File: src/rtl/affine_pkg.sv
// rtl/affine_pkg.sv - shared types and constants for the layer-norm affine sequencer
package affine_pkg;

    typedef enum logic [2:0] {
        S_IDLE,
        S_LOAD,
        S_FETCH,
        S_ISSUE,
        S_HOLD1,
        S_HOLD2,
        S_DRAIN
    } state_t;

    localparam int AU_LAT    = 2;
    // Results buffered plus results in flight never exceed this, so a capture always finds room.
    localparam int OUT_DEPTH = AU_LAT;

    localparam int PRM_W     = 18;
    localparam int ALPHA_LSB = 16;
    localparam int ALPHA_W   = 2;
    localparam int GAMMA_LSB = 8;
    localparam int GAMMA_W   = 8;
    localparam int BETA_LSB  = 0;
    localparam int BETA_W    = 8;

    typedef struct packed {
        logic [ALPHA_W-1:0] alpha;
        logic [GAMMA_W-1:0] gamma;
        logic [BETA_W-1:0]  beta;
    } prm_t;

    function automatic prm_t to_prm(input logic [PRM_W-1:0] d);
        prm_t p;
        p.alpha = d[ALPHA_LSB +: ALPHA_W];
        p.gamma = d[GAMMA_LSB +: GAMMA_W];
        p.beta  = d[BETA_LSB +: BETA_W];
        return p;
    endfunction

endpackage

File: src/rtl/affine_out_fifo.sv
// rtl/affine_out_fifo.sv - 2-entry output FIFO holding {last,data} words
module affine_out_fifo #(
    parameter int W = 9
) (
    input  logic         i_clk,
    input  logic         i_rstn,
    input  logic         i_push,
    input  logic [W-1:0] i_push_data,
    output logic         o_valid,
    input  logic         i_ready,
    output logic [W-1:0] o_data,
    output logic [1:0]   o_count
);

    logic [W-1:0] mem [2];
    logic         wr_ptr;
    logic         rd_ptr;
    logic [1:0]   count;
    logic         push_en;
    logic         pop_en;

    assign o_valid = (count != 2'd0);
    assign o_data  = o_valid ? mem[rd_ptr] : '0;
    assign o_count = count;
    assign pop_en  = o_valid && i_ready;
    assign push_en = i_push && (count != 2'd2);

    always_ff @(posedge i_clk or negedge i_rstn) begin
        if (!i_rstn) begin
            mem[0] <= '0;
            mem[1] <= '0;
            wr_ptr <= 1'b0;
            rd_ptr <= 1'b0;
            count  <= 2'd0;
        end else begin
            if (push_en) begin
                mem[wr_ptr] <= i_push_data;
                wr_ptr      <= ~wr_ptr;
            end
            if (pop_en) begin
                rd_ptr <= ~rd_ptr;
            end
            case ({push_en, pop_en})
                2'b10:   count <= count + 2'd1;
                2'b01:   count <= count - 2'd1;
                default: count <= count;
            endcase
        end
    end

endmodule

File: src/rtl/affine_seq_ctrl.sv
// rtl/affine_seq_ctrl.sv - per-token sequencer feeding the affine unit and collecting its results
module affine_seq_ctrl
    import affine_pkg::*;
#(
    parameter int N_CH   = 64,
    parameter int ADDR_W = $clog2(N_CH)
) (
    input  logic                     i_clk,
    input  logic                     i_rstn,
    input  logic                     i_start,
    input  logic signed [21:0]       i_mean,
    input  logic        [7:0]        i_std,
    output logic                     o_busy,
    output logic                     o_done,
    input  logic                     i_x_valid,
    output logic                     o_x_ready,
    input  logic signed [8:0]        i_x_data,
    output logic                     o_prm_rd,
    output logic        [ADDR_W-1:0] o_prm_addr,
    input  logic        [PRM_W-1:0]  i_prm_data,
    output logic                     o_au_valid,
    output logic signed [8:0]        o_au_x,
    output logic        [1:0]        o_au_alpha,
    output logic signed [21:0]       o_au_mean,
    output logic        [7:0]        o_au_std,
    output logic        [7:0]        o_au_gamma,
    output logic        [7:0]        o_au_beta,
    input  logic signed [7:0]        i_au_norm,
    output logic                     o_y_valid,
    input  logic                     i_y_ready,
    output logic signed [7:0]        o_y_data,
    output logic                     o_y_last
);

    state_t              state;
    logic [ADDR_W-1:0]   ch;
    prm_t                shadow;
    logic                last_ch;
    logic                inflight;
    logic [2:0]          credit_sum;
    logic                credit_ok;
    logic                x_hs;
    logic [1:0]          fifo_count;
    logic [8:0]          fifo_dout;

    assign last_ch    = (ch == ADDR_W'(N_CH - 1));
    assign inflight   = (state == S_HOLD1) || (state == S_HOLD2);
    assign credit_sum = {1'b0, fifo_count} + {2'b00, inflight};
    assign credit_ok  = credit_sum < 3'(OUT_DEPTH);
    assign o_x_ready  = (state == S_ISSUE) && credit_ok;
    assign x_hs       = i_x_valid && o_x_ready;

    always_ff @(posedge i_clk or negedge i_rstn) begin
        if (!i_rstn) begin
            state      <= S_IDLE;
            ch         <= '0;
            shadow     <= '0;
            o_busy     <= 1'b0;
            o_done     <= 1'b0;
            o_prm_rd   <= 1'b0;
            o_prm_addr <= '0;
            o_au_valid <= 1'b0;
            o_au_x     <= '0;
            o_au_alpha <= '0;
            o_au_mean  <= '0;
            o_au_std   <= '0;
            o_au_gamma <= '0;
            o_au_beta  <= '0;
        end else begin
            o_done     <= 1'b0;
            o_au_valid <= 1'b0;
            o_prm_rd   <= 1'b0;
            unique case (state)
                S_IDLE: begin
                    // o_done high means the previous token closed this very cycle; do not restart on it.
                    if (i_start && !o_done) begin
                        o_au_mean  <= i_mean;
                        o_au_std   <= i_std;
                        ch         <= '0;
                        o_busy     <= 1'b1;
                        o_prm_rd   <= 1'b1;
                        o_prm_addr <= '0;
                        state      <= S_LOAD;
                    end
                end
                S_LOAD: begin
                    state <= S_FETCH;
                end
                S_FETCH: begin
                    shadow <= to_prm(i_prm_data);
                    state  <= S_ISSUE;
                end
                S_ISSUE: begin
                    if (x_hs) begin
                        o_au_valid <= 1'b1;
                        o_au_x     <= i_x_data;
                        o_au_alpha <= shadow.alpha;
                        o_au_gamma <= shadow.gamma;
                        o_au_beta  <= shadow.beta;
                        if (!last_ch) begin
                            o_prm_rd   <= 1'b1;
                            o_prm_addr <= ch + ADDR_W'(1);
                        end
                        state <= S_HOLD1;
                    end
                end
                S_HOLD1: begin
                    state <= S_HOLD2;
                end
                S_HOLD2: begin
                    if (last_ch) begin
                        state <= S_DRAIN;
                    end else begin
                        shadow <= to_prm(i_prm_data);
                        ch     <= ch + ADDR_W'(1);
                        state  <= S_ISSUE;
                    end
                end
                S_DRAIN: begin
                    if (fifo_count == 2'd0) begin
                        o_done <= 1'b1;
                        o_busy <= 1'b0;
                        state  <= S_IDLE;
                    end
                end
                default: state <= S_IDLE;
            endcase
        end
    end

    affine_out_fifo #(.W(9)) u_out_fifo (
        .i_clk       (i_clk),
        .i_rstn      (i_rstn),
        .i_push      (state == S_HOLD2),
        .i_push_data ({last_ch, i_au_norm}),
        .o_valid     (o_y_valid),
        .i_ready     (i_y_ready),
        .o_data      (fifo_dout),
        .o_count     (fifo_count)
    );

    assign o_y_data = fifo_dout[7:0];
    assign o_y_last = fifo_dout[8];

endmodule

File: config.mk
export PLATFORM = sky130hd
export DESIGN_NAME = affine_seq_ctrl
export DESIGN_NICKNAME = d
export VERILOG_FILES = /design/src/rtl/affine_pkg.sv /design/src/rtl/affine_out_fifo.sv /design/src/rtl/affine_seq_ctrl.sv
export SDC_FILE = /design/constraint.sdc
export NUM_CORES = 1
export LEC_CHECK = 0
export ABC_CLOCK_PERIOD_IN_PS = 4900
export BUFFER_PORTS_ARGS = -buffer_cell sky130_fd_sc_hd__buf_4
export CAP_MARGIN = 20
export CORE_ASPECT_RATIO = 0.6
export CORE_MARGIN = 4
export CORE_UTILIZATION = 55
export CTS_CLUSTER_SIZE = 40
export DETAILED_ROUTE_END_ITERATION = 7
export GPL_TIMING_DRIVEN = 0
export PLACE_DENSITY = 0.83
export SLEW_MARGIN = 20
export SYNTH_ARGS = -nofsm -noshare
export SYNTH_HDL_FRONTEND = slang
export SYNTH_HIERARCHICAL = 1
export SYNTH_SLANG_ARGS = --single-unit
File: constraint.sdc
create_clock -name i_clk -period 4.9 [get_ports i_clk]
set_input_delay 0 -clock i_clk [delete_from_list [all_inputs] [get_ports i_clk]]
set_output_delay 0 -clock i_clk [all_outputs]
set_load 0.01 [all_outputs]
==> Yosys cells after proc, flatten, opt, wreduce, memory -nomap -nowiden <==
Cells that the tools add are included.
{ "word_totals": {"word_cells": 102, "output_inout_bits": 78, "ff_bits": 116, "in_bits": 70} }
{ "classes": {"magnitude_cmp": 4, "n_reduce_logical": 23, "eq_ne": 15, "addsub": 4, "muxes": 31, "bitwise_logic": 4} }
{ "ops": {"columns": ["op", "count"], "rows": [
  ["2-to-1 mux 9 bit", 5],
  ["one-hot mux 18 bit (2 select lines)", 1],
  ["one-hot mux 6 bit (2 select lines)", 2],
  ["one-hot mux 3 bit (7 select lines)", 1],
  ["bitwise mux 18 bit", 1],
  ["2-to-1 mux 18 bit", 1],
  ["2-to-1 mux 6 bit", 3],
  ["2-to-1 mux 3 bit", 4],
  ["!= test 2 bit, second input constant", 6],
  ["nonzero test 2 bit", 6],
  ["demux 9 bit (select 1 bit)", 1],
  ["equality test 3 bit, second input constant", 3],
  ["2-to-1 mux 1 bit", 9],
  ["AND reduction 3 bit", 3],
  ["adder 6 x 1 -> 6 bit, second input constant", 1],
  ["equality test 3 x 2 -> 1 bit, second input constant", 2],
  ["equality test 6 bit, second input constant", 1],
  ["logical AND 1 bit", 6],
  ["AND reduction 2 bit", 3],
  [">= comparator 2 bit, second input constant", 2],
  ["NOT 1 -> 2 bit", 2],
  ["one-hot mux 1 bit (2 select lines)", 2],
  ["one-hot mux 2 bit (2 select lines)", 1],
  ["AND reduction 4 bit", 1],
  ["other kinds (13)", 14]
]} }

==> Depth between registers and ports, before layout <==
{ "logic_depth": {"word_depth": 8, "depth_mapped": 8} }

==> Modules after synthesis <==
The synthesis kept the hierarchy.
{ "by_module_without_submodules": {"columns": ["mod", "cells_per_inst", "area_per_inst_um2", "instances"], "rows": [
  ["affine_seq_ctrl", 314, 3789.9, 1],
  ["affine_out_fifo", 76, 1091.0, 1]
]} }

==> Worst setup path after synthesis <==
Ideal clock, no wire load.
{ "synth_timing": {"path_type": "register to register", "startpoint": "reg ch[0]", "endpoint": "reg shadow[10] (netlist name)", "path_buffers": 2, "path_slack_ns": 3.271, "path_stages_with_launch": 8, "required_time_ns": 4.775, "arrival_ns": 1.504, "period_less_slack_ns": 1.629, "path_cell_list": "dfrtp_1 ha_1 nand2_1 o21ai_2 o21a_1 buf_6 buf_6 mux2_4"} }
{ "synth_via": {"elab_chain_cells": 3} }
{ "synth_rtl": {"columns": ["item", "line", "source"], "rows": [
  ["start: declaration", "affine_seq_ctrl.sv:36", "logic [ADDR_W-1:0] ch;"],
  ["start signal: assignment", "affine_seq_ctrl.sv:115", "ch <= ch + ADDR_W'(1);"],
  ["equality test 6 bit", "affine_seq_ctrl.sv:46", "assign last_ch = (ch == ADDR_W'(N_CH - 1));"],
  ["!= test 2 bit (no source line)", null, null],
  ["AND reduction 2 bit (no source line)", null, null],
  ["end signal: assignment", "affine_seq_ctrl.sv:90", "shadow <= to_prm(i_prm_data);"],
  ["end signal: assignment", "affine_seq_ctrl.sv:114", "shadow <= to_prm(i_prm_data);"],
  ["end: declaration", "affine_seq_ctrl.sv:37", "prm_t shadow;"]
]} }
No other way between the ends.
A chain may end at the register's enable or synchronous reset.

==> Worst setup path after layout <==
{ "layout_timing": {"startpoint": "reg ch[0]", "endpoint": "reg shadow[13] (netlist name)"} }
The elaborated chain is that of the path after synthesis.

==> impl_metrics.csv <==
group,metric,value,unit
run,drv_cap,0,
drt,viasPerCell,5.29,
cts,cts_max_level,4,
worst_setup_path,required,5.19,ns
placed_design,placed_cell_area,6130,µm²
sta,fin_setup_tns,0,ns
cts,cts_root_buffer,"clkbuf_16",
floorplanning,die_h,81.0,µm
worst_setup_path,path_cells,"ha_1 > nand2_1 > o21ai_2 > o21a_1 > buf_6 > buf_6 > mux2_4",
power,p_seq_share,35.4,%
cts,insertion_delay,0.41,ns
synthesis,synth_top_cell_by_area,"dfrtp_1",
worst_setup_path,max_stage_delay,0.46,ns
worst_setup_path,crit_family,"flip-flops",
power,p_leak,3.72,nW
worst_setup_path,critPathBufInv,2,
worst_setup_path,crit_top_cell,"buf_6",
cts,clockBufferDepth,2,
synthesis,ys_warn_count,6,
grt,grt_max_degree,117,
hold_path,hold_class,"in2reg",
power,p_sw_share,32.9,%
placed_design,hpwl,7870,µm
drt,via_count,3954,
floorplanning,die_w,130,µm
drt,drc_errors,0,
floorplanning,pin_count,148,
sta,maxSlewViolCount,0,
power,power_density,651,nW/µm²
drt,wl,14200,µm
worst_setup_path,slowest_stage,"dfrtp_1",
grt,track_usage,28.8,%
power,power_switching,1.59,mW
sta,setup_viol,0,
sta,fin_crit,1.98,ns
grt,grt_pass1_vias,4268,
synthesis,syn_area,4880,µm²
sta,hold_viol,0,
grt,grt_first_pass_wirelength,22600,µm
worst_setup_path,cp_data_arrival_time,2.26,ns
finish,fillers,398,
synthesis,syn_nets,462,
floorplanning,initial_core_util,56.8,%
synthesis,synth_cell_type_count,37,
status,status,"finished, final reports clean",
synthesis,synthTopCellsByArea,"dfrtp_1, mux2_4, nand2_1",
drt,wl_per_cell,19.0,µm
worst_setup_path,critPathKind,"reg2reg",
synthesis,synth-edff-count,0,
grt,antenna_found_initial,0,
cts,numCtsBuffers,17,
finish,final_layout_size_suffix_gt1_share,40.0,%
sta,worstMarginPinSlew,0.888,ns
cts,cts.sinks,116,
floorplanning,rows,26,
power,p_int,3.23,mW
synthesis,synth_cells,390,
power,total_power,4.82,mW
synthesis,async_flop_share,100,%
sta,clock_skew,0.00947,ns
cts,cts_tree,"built",
cts,clk_pin_slew,0.05,ns
sta,relSlewSlack,40.8,%
worst_setup_path,endpoint_kind,"flop",
power,p_clk_share,25.9,%
drt,postRouteAntennaNets,0,
finish,finalInstanceArea,7400,µm²
drt,drt_pass1_iterations,6,
sta,max_freq,505,MHz
sta,layout_worst_path_cycle_share,40.4,%
synthesis,syn-mean-instance-area,12.5,µm²
worst_setup_path,start_kind,"flop",
power,ir_worst_vdd,424,µV
placed_design,portBuffers,147,
cts,cts_resized,0,
worst_setup_path,path_max_fanout,10,
synthesis,ys_seq_area_share,59.5,%
sta,rsz0062_at_grt,"false",
power,p_comb_share,38.7,%
synthesis,synth-seq-cells,116,
finish,nets,696,
drt,drt_iter0_drc,245,
floorplanning,core_area,8590,µm²
placed_design,routabilityCongestion,0.818,
synthesis,synth-main-ff-cell,"dfrtp_1",
finish,syn2layout_area_growth,51.6,%
finish,n_antenna_cell,0,
floorplanning,die_area,10500,µm²
synthesis,yosys.area.top_type_share,59.5,%
grt,grt_overflow_total,0,
[Yosys cell counts, types with 5 or more instances]
cell type,number
a21oi_1,7
buf_6,5
clkbuf_1,8
nand3_1,5
mux2_4,34
dfrtp_1,116
o21ai_0,7
nand2_1,97
nor2_1,20
mux2_2,25
mux2_1,10
mux2i_1,9
[layer usage]
metal	up-vias	wire (µm)	global-route usage, %
met4	0	201	9.23
li1	1768	-	-
met2	173	7020	47.4
met1	1992	5720	35.3
met3	21	1240	11.5
met5	-	0	0
[power by group through the flow]
stage | sequential [mW] | combinational [mW] | clock, mW
global placement | 1.65 | 1.72 | 0
finish | 1.71 | 1.87 | 1.25
global route | 1.75 | 2.01 | 1.30
CTS | 1.68 | 1.83 | 1.25
detailed placement | 1.68 | 1.76 | 0
floorplan | 1.74 | 0.931 | 0
[path summary, 6_finish.rpt]
path                                            endpoint  cells after the start                startpoint  slack (ns)
min in group asynchronous        o_au_std[3]$_DFFE_PN0P_                      2                    i_rstn        0.29
worst min register to register  o_au_mean[6]$_DFFE_PN0P_                      2  o_au_mean[6]$_DFFE_PN0P_        0.47
worst min-delay path             o_au_std[0]$_DFFE_PN0P_                      5                   i_start        0.05
worst max-delay path              shadow[13]$_DFFE_PN0P_                      7         ch[0]$_DFFE_PN0P_        2.92
worst max register to register    shadow[13]$_DFFE_PN0P_                      7         ch[0]$_DFFE_PN0P_        2.92
max in group asynchronous          shadow[8]$_DFFE_PN0P_                      2                    i_rstn        4.02
[kinds of logic (layout without fill, tap and decap cells)]
group | after synthesis | in the layout | share of synthesized area [%]
compound gates | 23 | 23 | 2.85
simple gates | 140 | 140 | 12.5
xor+xnor | 7 | 7 | 1.26
fa+ha+maj | 2 | 2 | 0.513
buf+inv | 24 | 269 | 3.08
mux | 78 | 78 | 20.4
flops | 116 | 116 | 59.5
[stage by stage]
step                utilization [%]  std cells  hold WS (ns)  worst slack (ns)
floorplan                         -        390        -0.296              3.27
global placement               71.3        649         0.190              3.07
detailed placement             71.4        649         0.192              2.98
CTS                            86.1        747        0.0327              2.95
global route                   86.2        747         0.115              2.83
finish                         86.2        747        0.0469              2.92
[layout by cell type (no fill, tap or decap), types with 2 or more instances in the layout]
cell | Yosys | layout
buf_4 | 2 | 148
dfrtp_1 | 116 | 116
nand2_1 | 97 | 97
dlygate4sd3_1 | 0 | 68
mux2_4 | 34 | 34
mux2_2 | 25 | 25
nor2_1 | 20 | 20
clkbuf_16 | 0 | 17
mux2_1 | 10 | 10
clkbuf_1 | 8 | 9
mux2i_1 | 9 | 9
o21ai_0 | 7 | 7
a21oi_1 | 7 | 7
buf_6 | 5 | 5
nand3_1 | 5 | 5
inv_1 | 4 | 4
xor2_1 | 4 | 4
clkinv_2 | 0 | 4
buf_2 | 3 | 3
nor2b_1 | 3 | 3
nand2b_1 | 3 | 3
a21o_1 | 3 | 3
clkbuf_8 | 0 | 3
bufinv_16 | 0 | 3
clkinvlp_4 | 0 | 3
xnor2_1 | 3 | 3
nand3b_1 | 2 | 2
and3b_1 | 2 | 2
a31o_2 | 2 | 2
o22ai_1 | 2 | 2
ha_1 | 2 | 2
[sequential cells by signal (all words and copies together) (netlist names), 2 cells and up]
register            cells
state                   3
shadow                 18
o_au_alpha              2
ch                      6
u_out_fifo/o_count      2
o_au_std                8
o_prm_addr              6
o_au_beta               8
o_au_gamma              8
o_au_mean              22
o_au_x                  9
u_out_fifo/mem         18
[worst reg2reg max path, cell delays in order (launching register included)]
cell     delay (ns)
dfrtp_1        0.46
ha_1           0.30
nand2_1        0.11
o21ai_2        0.14
o21a_1         0.15
buf_6          0.16
buf_6          0.21
mux2_4         0.33
[cell type report]
| cell class | count | area (µm²) | area share (%) |
|---|---|---|---|
| clock buffers | 20 | 457 | 6.17 |
| well taps | 112 | 140 | 1.89 |
| multi-input cells | 250 | 1830 | 24.7 |
| inverters | 5 | 18.8 | 0.254 |
| flip-flops and latches | 116 | 2900 | 39.2 |
| clock inverters | 10 | 133 | 1.79 |
| repair buffers | 215 | 1790 | 24.2 |
| plain buffers | 19 | 131 | 1.78 |
[timing repair]
item,in CTS,in global routing
buffers inserted,0,0
hold buffers,68,0
hold endpoints to repair,191,0
No activity file was read; power rests on OpenSTA's default activity.
